--- src/rtl/serial_add_core.sv ---
// Bit-serial ripple adder: captures two WIDTH-bit operands plus carry-in and streams the
// sum out LSB first, one bit per cycle, then reports the final carry-out with a done pulse.
module serial_add_core #(
   parameter int unsigned WIDTH = 4
) (
   input  logic                       clk,
   input  logic                       reset_n,
   input  logic                       start,
   input  logic [WIDTH-1:0]           a,
   input  logic [WIDTH-1:0]           b,
   input  logic                       cin,
   output logic                       s,
   output logic                       c,
   output logic                       s_valid,
   output logic [$clog2(WIDTH):0]     bit_idx,
   output logic                       busy,
   output logic                       done
);

   localparam int unsigned CW = $clog2(WIDTH) + 1;

   typedef enum logic [1:0] {StIdle, StAdd, StFin} state_e;

   state_e           r_state, w_state;
   logic [WIDTH-1:0] r_a, w_a;
   logic [WIDTH-1:0] r_b, w_b;
   logic             r_carry, w_carry;
   logic [CW-1:0]    r_cnt, w_cnt;
   logic [CW-1:0]    r_bit_idx, w_bit_idx;
   logic             r_s, w_s;
   logic             r_s_valid, w_s_valid;
   logic             r_done, w_done;

   always_ff @(posedge clk or negedge reset_n) begin
      if (!reset_n) begin
         r_state <= StIdle;
      end else begin
         r_state <= w_state;
      end
   end

   always_ff @(posedge clk or negedge reset_n) begin
      if (!reset_n) begin
         r_a       <= '0;
         r_b       <= '0;
         r_carry   <= 1'b0;
         r_cnt     <= '0;
         r_bit_idx <= '0;
         r_s       <= 1'b0;
         r_s_valid <= 1'b0;
         r_done    <= 1'b0;
      end else begin
         r_a       <= w_a;
         r_b       <= w_b;
         r_carry   <= w_carry;
         r_cnt     <= w_cnt;
         r_bit_idx <= w_bit_idx;
         r_s       <= w_s;
         r_s_valid <= w_s_valid;
         r_done    <= w_done;
      end
   end

   always_comb begin
      w_state   = r_state;
      w_a       = r_a;
      w_b       = r_b;
      w_carry   = r_carry;
      w_cnt     = r_cnt;
      w_bit_idx = r_bit_idx;
      w_s       = 1'b0;
      w_s_valid = 1'b0;
      w_done    = 1'b0;
      unique case (r_state)
         StIdle: begin
            if (start) begin
               w_a     = a;
               w_b     = b;
               w_carry = cin;
               w_cnt   = '0;
               w_state = StAdd;
            end
         end
         StAdd: begin
            // Extra ADD cycle with r_cnt == WIDTH lets the last bit be shown before FIN.
            if (r_cnt == CW'(WIDTH)) begin
               w_done  = 1'b1;
               w_state = StFin;
            end else begin
               w_s       = r_a[0] ^ r_b[0] ^ r_carry;
               w_carry   = (r_a[0] & r_b[0]) | (r_a[0] & r_carry) | (r_b[0] & r_carry);
               w_a       = r_a >> 1;
               w_b       = r_b >> 1;
               w_bit_idx = r_cnt;
               w_s_valid = 1'b1;
               w_cnt     = r_cnt + CW'(1);
            end
         end
         StFin: begin
            w_state = StIdle;
         end
         default: begin
            w_state = StIdle;
         end
      endcase
   end

   assign s       = r_s;
   assign c       = r_carry;
   assign s_valid = r_s_valid;
   assign bit_idx = r_bit_idx;
   assign done    = r_done;
   assign busy    = (r_state != StIdle);

endmodule

--- config.mk ---
export PLATFORM = sky130hd
export DESIGN_NAME = serial_add_core
export DESIGN_NICKNAME = d
export VERILOG_FILES = /design/src/rtl/serial_add_core.sv
export SDC_FILE = /design/constraint.sdc
export NUM_CORES = 1
export LEC_CHECK = 0
export BUFFER_PORTS_ARGS = -buffer_cell sky130_fd_sc_hd__buf_4
export CAP_MARGIN = 15
export CORE_MARGIN = 3
export CORE_UTILIZATION = 55
export CTS_BUF_LIST = sky130_fd_sc_hd__clkbuf_16
export DETAILED_ROUTE_END_ITERATION = 7
export PLACE_DENSITY = 0.81
export SLEW_MARGIN = 0
export SYNTH_ARGS = -nofsm -noshare
export SYNTH_HDL_FRONTEND = slang
export SYNTH_SLANG_ARGS = --single-unit
export TNS_END_PERCENT = 30
--- constraint.sdc ---
create_clock -name clk -period 2.58 [get_ports clk]
set_clock_uncertainty 0.1 [all_clocks]
set_input_delay 0.258 -clock clk [delete_from_list [all_inputs] [get_ports clk]]
set_output_delay 0.258 -clock clk [all_outputs]
set_load 0.02 [all_outputs]
* Yosys cells after proc, flatten, opt, wreduce, memory -nomap -nowiden
Index checks and enable logic that the tools add are counted.
Storage, ports and cells: register bits after elaboration 20, input bits 12, word-level logic and storage cells 50
Cells by class: eq/ne operators 5, add/subtract/negate cells 1, reduce and logical (&&, ||, !) cells 6, muxes and demuxes 21, bitwise operators 8
Operator list (count):
- $mux 4 | 4
- $pmux 4 s2 | 2
- $mux 1 | 8
- $mux 3 | 2
- $ne 2x2->1 const B | 3
- $pmux 3 s2 | 1
- $mux 2 | 2
- $pmux 2 s2 | 1
- $reduce_and 2->1 | 2
- $reduce_bool 2->1 | 2
- $add 3x1->3 const B | 1
- $and 1x1->1 | 3
- $eq 3x3->1 const B | 1
- $reduce_and 3->1 | 1
- $eq 2x1->1 const B | 1
- $logic_not 2->1 | 1
- $or 1x1->1 | 2
- $pmux 1 s2 | 1
- $xor 1x1->1 | 2
- $not 1->1 | 1

* Logic depth before layout (Yosys ltp)
Gate-level depths: netlist (run 1).
depth after elaboration 5, depth in mapped cells 8, mapped depth without buffers 6

* Worst setup path before layout (run 1)
No wires, ideal clock.
path type register to register, from reg r_cnt[0], to reg r_a[3], period minus slack after synthesis 1.658 ns, library setup time 0.122 ns, arrival 1.437 ns, cell stages (with the launch flop) 8, setup slack 0.922 ns, data required time 2.358 ns, cells stage by stage dfrtp_1 inv_1 ha_1 and3_1 clkbuf_2 or2_1 buf_6 a32o_1
On the way: word-level cells in the longest chain between the ends 3
Ends and longest elaborated chain:
- from (decl) | line 28 | logic [CW-1:0] r_cnt, w_cnt;
- from (signal assigned) | line 56 | r_cnt <= w_cnt;
- $eq 3x3->1 | line 86 | if (r_cnt == CW'(WIDTH)) begin
- $ne 2x2->1 (no source line)
- $reduce_and 3->1 (no source line)
- to (signal assigned) | line 53 | r_a <= w_a;
- to (decl) | line 25 | logic [WIDTH-1:0] r_a, w_a;
Every way passes these cells. A chain may end at the register's enable or synchronous reset.

* Worst setup path in the final report (run 1)
from reg r_state[0], to reg r_bit_idx[0] (netlist: bit_idx[0])
On the way: word-level cells in the longest chain between the ends 2
Ends and longest elaborated chain:
- from (decl) | line 24 | state_e r_state, w_state;
- from (signal assigned) | line 36 | r_state <= StIdle;
- from (signal assigned) | line 38 | r_state <= w_state;
- $eq 2x1->1 | line 74 | unique case (r_state)
- $reduce_and 2->1 (no source line)
- to (signal assigned) | line 57 | r_bit_idx <= w_bit_idx;
- to (decl) | line 29 | logic [CW-1:0] r_bit_idx, w_bit_idx;
Every way passes these cells.

==> results of run 1 <==
worst max path at each step:
| stage | startpoint | endpoint | slack [ns] | cells after the start |
|---|---|---|---|---|
| detailed placement | r_cnt[0] | r_cnt[1] | 0.83 | 6 |
| global route | r_state[0] | bit_idx[0] | 0.68 | 3 |
| floorplan | r_cnt[0] | r_a[3] | 0.92 | 7 |
| global placement | r_cnt[0] | r_cnt[1] | 0.90 | 6 |
| finish | r_state[0] | bit_idx[0] | 0.79 | 3 |
| CTS | r_state[0] | bit_idx[0] | 0.80 | 3 |
layout make-up:
type,count,area (sq um)
inverter,9,33.78
multi-input combinational,49,341.6
sequential,20,500.5
clock buffer,3,75.07
timing repair buffer,21,160.2
fill,83,281.5
clock inverter,1,3.754
tap,15,18.77
registers in the layout (all words and copies together) (netlist names), 2 cells and up:
signal   cells
r_cnt        3
r_b          4
r_state      2
r_a          4
bit_idx      3
worst max-delay path, delay by kind of cell (launching register included):
family	cells	cell delay, ns
flip-flops	1	0.42
multiplexers	1	0.35
AND/OR/NAND/NOR	2	0.79
per-stage QoR:
step	hold WS, ns	util [%]	power [mW]	setup slack (ns)	instances
floorplan	-0.1376	-	0.9787	0.9219	81
global placement	0.04532	73.83	1.141	0.9019	113
detailed placement	0.04530	73.83	1.165	0.8277	113
CTS	0.1651	80.11	1.491	0.8049	118
global route	0.1798	80.11	1.583	0.6788	118
finish	0.1638	80.11	1.481	0.7897	118
synthesized netlist by cell type (all sizes together), types with 2 or more instances:
master,instances
nor2,4
mux2,2
mux2i,7
dfrtp,20
buf,2
o21ai,17
a32o,2
nand2,3
nor2b,2
ha,2
inv,9
cells by family after synthesis:
kind of cell             share of synthesized area, %
AND/OR/NAND/NOR                                 8.624
AO/OA/AOI/OAI                                   14.05
flip-flops                                      55.63
buffers and inverters                           6.397
adder cells (fa/ha/maj)                         5.007
multiplexers                                    10.29
cells in the final DEF (no fill, tap or decap):
cell	instances
nor2_1	4
and2b_1	1
o21bai_1	1
nand2b_1	1
inv_1	8
inv_2	1
nor2b_1	2
clkinv_1	1
mux2_2	2
a2bb2oi_1	1
nor3b_1	1
dfrtp_1	20
o21ai_0	17
dlygate4sd3_1	1
fa_1	1
or2_1	1
a21oi_1	1
mux2i_1	7
clkbuf_16	3
nand3_1	1
buf_4	20
ha_1	2
a32o_1	2
nand2_1	3
and3_1	1
per-layer routing:
layer | part of all wire (%) | wire length (um)
met4 | 2.1 | 36
met3 | 5.4 | 91
met5 | 0 | 0
met1 | 46 | 782
met2 | 46 | 780
report_power, final:
group / switching [mW] / leakage, nW / internal (mW) / total, mW
clock network: 0.106 / 0.0385 / 0.206 / 0.312
registers: 0.0779 / 0.253 / 0.447 / 0.525
logic: 0.363 / 0.288 / 0.281 / 0.644
total: 0.547 / 0.579 / 0.934 / 1.48
repair_timing:
| action | in CTS | in global routing |
|---|---|---|
| resized for setup | 0 | 0 |
| endpoints found under the hold margin | 20 | 0 |
| hold buffers | 1 | 0 |
==> impl_metrics.yaml, run 1 <==
floorplan:
  initial_core_util_pct: 63.57
  ios: 20
  dieArea_sq_um: 2157
  chipWidth_um: 46.45
  fp.dieH_um: 46.45
  coreArea_sq_um: 1415
  core.rowCount: 13
yosys:
  synth_area_per_cell_sq_um: 11.11
  yosysWarnings: 0
  ys_types: 24
  ys_ff_latch: 20
  yosysSeqAreaShare_pct: 55.63
  async_flop_share_pct: 100.0
  synthCells: 81
  yosys-top-cells-area: "dfrtp_1 (56%), o21ai_0 (9.5%), mux2i_1 (7.8%), inv_1 (3.3%), ha_1 (2.8%)"
  synth_edf_count: 0
  synth_top_area_share_pct: 55.63
  syn_area_sq_um: 899.6
  synth_largest_area_cell: "dfrtp_1"
  syn-num-nets: 96
  synth_flop_cell: "dfrtp_1"
sta:
  drv_slew: 0
  hold_viol_final: 0
  relSlewSlack_pct: 60.50
  setup_viol: 0
  fin_setup_tns_ns: 0
  rsz0062_at_grt: "no"
  worst_pin_slew_ns: 0.5913
  finalCritPeriodShare_pct: 69.39
  period_minus_slack_ns: 1.790
  max_freq_mhz: 558.6
cts:
  cts_sinks: 20
  root_buffer: "clkbuf_16"
  cts.path.max_buffers: 2
  cts_setup_buffers: 0
  path_clk_slew_ns: 0.05
  cts.htree.levels: 1
  numCtsBuffers: 3
  clkLatencyLatePin_ns: 0.25
  cts_tree: "yes"
grt:
  grt_util_met1_pct: 24.50
  grt_usage_pct: 18.52
  grt-ovfl-total: 0
  grt_max_degree: 21
  grt_pass1_vias: 620
  grt_use_met3_pct: 3.906
  top_usage_layer: "met2"
  antenna_found_initial: 0
  grt.met2_usage_pct: 28.02
  grt_pass1_wl_um: 2746
setup_path:
  worstSetupPathType: "flop to flop"
  path_max_fanout: 7
  reg2regPathDepth: 3
  path_cells: "nor2b_1 > nand2_1 > mux2_2"
  start_kind: "flop"
  critPathMaxStageDelay_ns: 0.52
  rr_endpoint: "bit_idx[0]"
  cp.arrival_ns: 1.82
  cp-end-kind: "flop"
  critPathSlowestCell: "nor2b_1"
  r2r_start: "r_state[0]"
  regToRegSetupSlack_ns: 0.79
  required_ns: 2.61
place:
  place_area_sq_um: 1045
  port_buffers: 19
  post-dp-hpwl_um: 1176
  gp_congestion: 0.7964
final_layout:
  drive_above_1_share_pct: 25.24
  fin_area_sq_um: 1134
  syn_to_final_growth_pct: 26.01
  layout.nets: 119
  diodes: 0
worst_hold_path:
  whs_endpoint: "r_a[3]"
  min-delay-start: "a[3]"
  holdPathStages: 2
  min_path_type: "primary input to flop"
detailed_routing:
  vias: 656
  ant_nets: 0
  drtPass1Iterations: 4
  wirelength_um: 1690
  vias_per_cell: 5.559
  drt-wirelength-per-cell_um: 14.32
  drtIter0Drc: 16
  drc_errors: 0
run_status:
  status: "complete, no violations"
power_and_ir_drop:
  p_per_area_nw_per_um2: 1306
  p_leak_nw: 0.5790
  max-vdd-ir-drop_uv: 730.5
flow_run:
  max-cap-violations: 0
No activity file was read; power rests on OpenSTA's default activity.
==> run 2, diff against run 1 <==
- CORE_UTILIZATION: 55 -> 46
- PLACE_DENSITY: 0.81 -> 0.72
- clock period: 2.58 -> 1.5 ns (I/O delays scaled with it)
==> impl_metrics.yaml, run 2 (synthesis results as in run 1) <==
setup_path:
  reg2regPathDepth: 5
  regToRegSetupSlack_ns: 0.05
  worstSetupPathType: "flop to flop"
  path_max_fanout: 2
  cp.arrival_ns: 1.46
  rr_endpoint: "r_cnt[2]"
  required_ns: 1.51
  cp-end-kind: "flop"
  start_kind: "flop"
  r2r_start: "r_cnt[0]"
detailed_routing:
  ant_nets: 0
  drtPass1Iterations: 4
  drt-wirelength-per-cell_um: 13.72
  drtIter0Drc: 5
  vias: 699
  wirelength_um: 1866
  drc_errors: 0
  vias_per_cell: 5.140
place:
  place_area_sq_um: 1120
  gp_congestion: 0.7805
  port_buffers: 19
  post-dp-hpwl_um: 1342
  pre_cts_slack_ns: -0.06701
  place_inst: 131
sta:
  worst_pin_slew_ns: 0.2549
  finalCritPeriodShare_pct: 96.59
  fin_setup_tns_ns: 0
  drv_slew: 0
  timing.final.ws_setup_ns: 0.05118
  setup_viol: 0
  period_minus_slack_ns: 1.449
  max_freq_mhz: 690.2
  holdWs_ns: 0.04619
  hold_viol_final: 0
  relSlewSlack_pct: 83.00
  rsz0062_at_grt: "no"
cts:
  numCtsBuffers: 3
  cts.htree.levels: 1
  cts.path.max_buffers: 2
  clkLatencyLatePin_ns: 0.25
  path_clk_slew_ns: 0.06
  cts_sinks: 20
  root_buffer: "clkbuf_16"
  cts_tree: "yes"
power_and_ir_drop:
  p_leak_nw: 0.6167
  finalPower_mw: 2.758
  max-vdd-ir-drop_uv: 1336
  p_per_area_nw_per_um2: 2238
floorplan:
  fp.dieH_um: 50.23
  coreArea_sq_um: 1783
  initial_core_util_pct: 50.46
  ios: 20
  core.rowCount: 15
  dieArea_sq_um: 2523
  chipWidth_um: 50.23
grt:
  grt_pass1_vias: 775
  grt-ovfl-total: 0
  grt_pass1_wl_um: 3263
  grt_max_degree: 21
  grt_usage_pct: 17.49
  antenna_found_initial: 0
run_status:
  status: "complete, no violations"
final_layout:
  final_core_util_pct: 69.12
  drive_above_1_share_pct: 36.04
  reg.largest.list: "r_a (4), r_b (4)"
  fin_area_sq_um: 1232
  layout.nets: 127
  diodes: 0
  syn_to_final_growth_pct: 37.00
  final_common_cell: "buf_4"
  layout_common_cells: "buf_4 (28), dfrtp_1 (19), o21ai_0 (15)"
  final_cells: 136
flow_run:
  max-cap-violations: 0
worst_hold_path:
  min_path_type: "primary input to flop"
  holdPathStages: 2
  whs_endpoint: "r_b[3]"
  min-delay-start: "b[3]"
## run 2: critical path: stages (launching register included)
cell and delay (ns):
dfrtp_1 0.38, buf_4 0.14, ha_1 0.20, and2b_1 0.15
o21ai_0 0.21, o21ai_0 0.14
## run 2: area by class of cell
class / instances / area, sq um
fillers: 145 / 550.5
clock buffers: 3 / 75.07
well taps: 25 / 31.28
clock inverters: 1 / 3.754
inverters: 9 / 36.28
flip-flops and latches: 20 / 501.7
repair buffers: 29 / 220.2
multi-input cells: 49 / 364.1
## run 2: worst max-delay path by stage
| stage | from | end | slack [ns] | cells after the start |
|---|---|---|---|---|
| 2_1_floorplan | r_cnt[1] | r_a[3] | -0.09 | 7 |
| 3_3_place_gp | r_cnt[1] | r_cnt[1] | -0.007 | 6 |
| 3_5_place_dp | r_cnt[1] | r_cnt[0] | -0.07 | 6 |
| 4_1_cts | r_cnt[1] | r_cnt[1] | 0.03 | 6 |
| 5_1_grt | c | c | 0.0003 | 5 |
| 6_report | r_cnt[0] | r_cnt[2] | 0.05 | 5 |
## run 2: repair_timing
| item | CTS | global route |
|---|---|---|
| hold buffers | 1 | 0 |
| pin swaps | 0 | 0 |
| endpoints found under the hold margin | 20 | 0 |
| gates resized for setup | 2 | 6 |
| endpoints found under the setup margin | 6 | 6 |
| setup buffers | 0 | 0 |
## run 2: metal layers
layer	share of wire (%)	global-route usage, %	vias to the layer above
li1	-	-	338
met1	43	19.54	333
met2	49	29.13	22
met3	5.4	4.154	6
met4	2.5	11.98	0
met5	0	0	-
## run 2: power by group
| group | total (mW) | switching (mW) | leakage, nW | internal [mW] |
|---|---|---|---|---|
| clock network | 0.545 | 0.190 | 0.0385 | 0.355 |
| logic | 1.32 | 0.678 | 0.326 | 0.638 |
| registers | 0.898 | 0.127 | 0.252 | 0.770 |
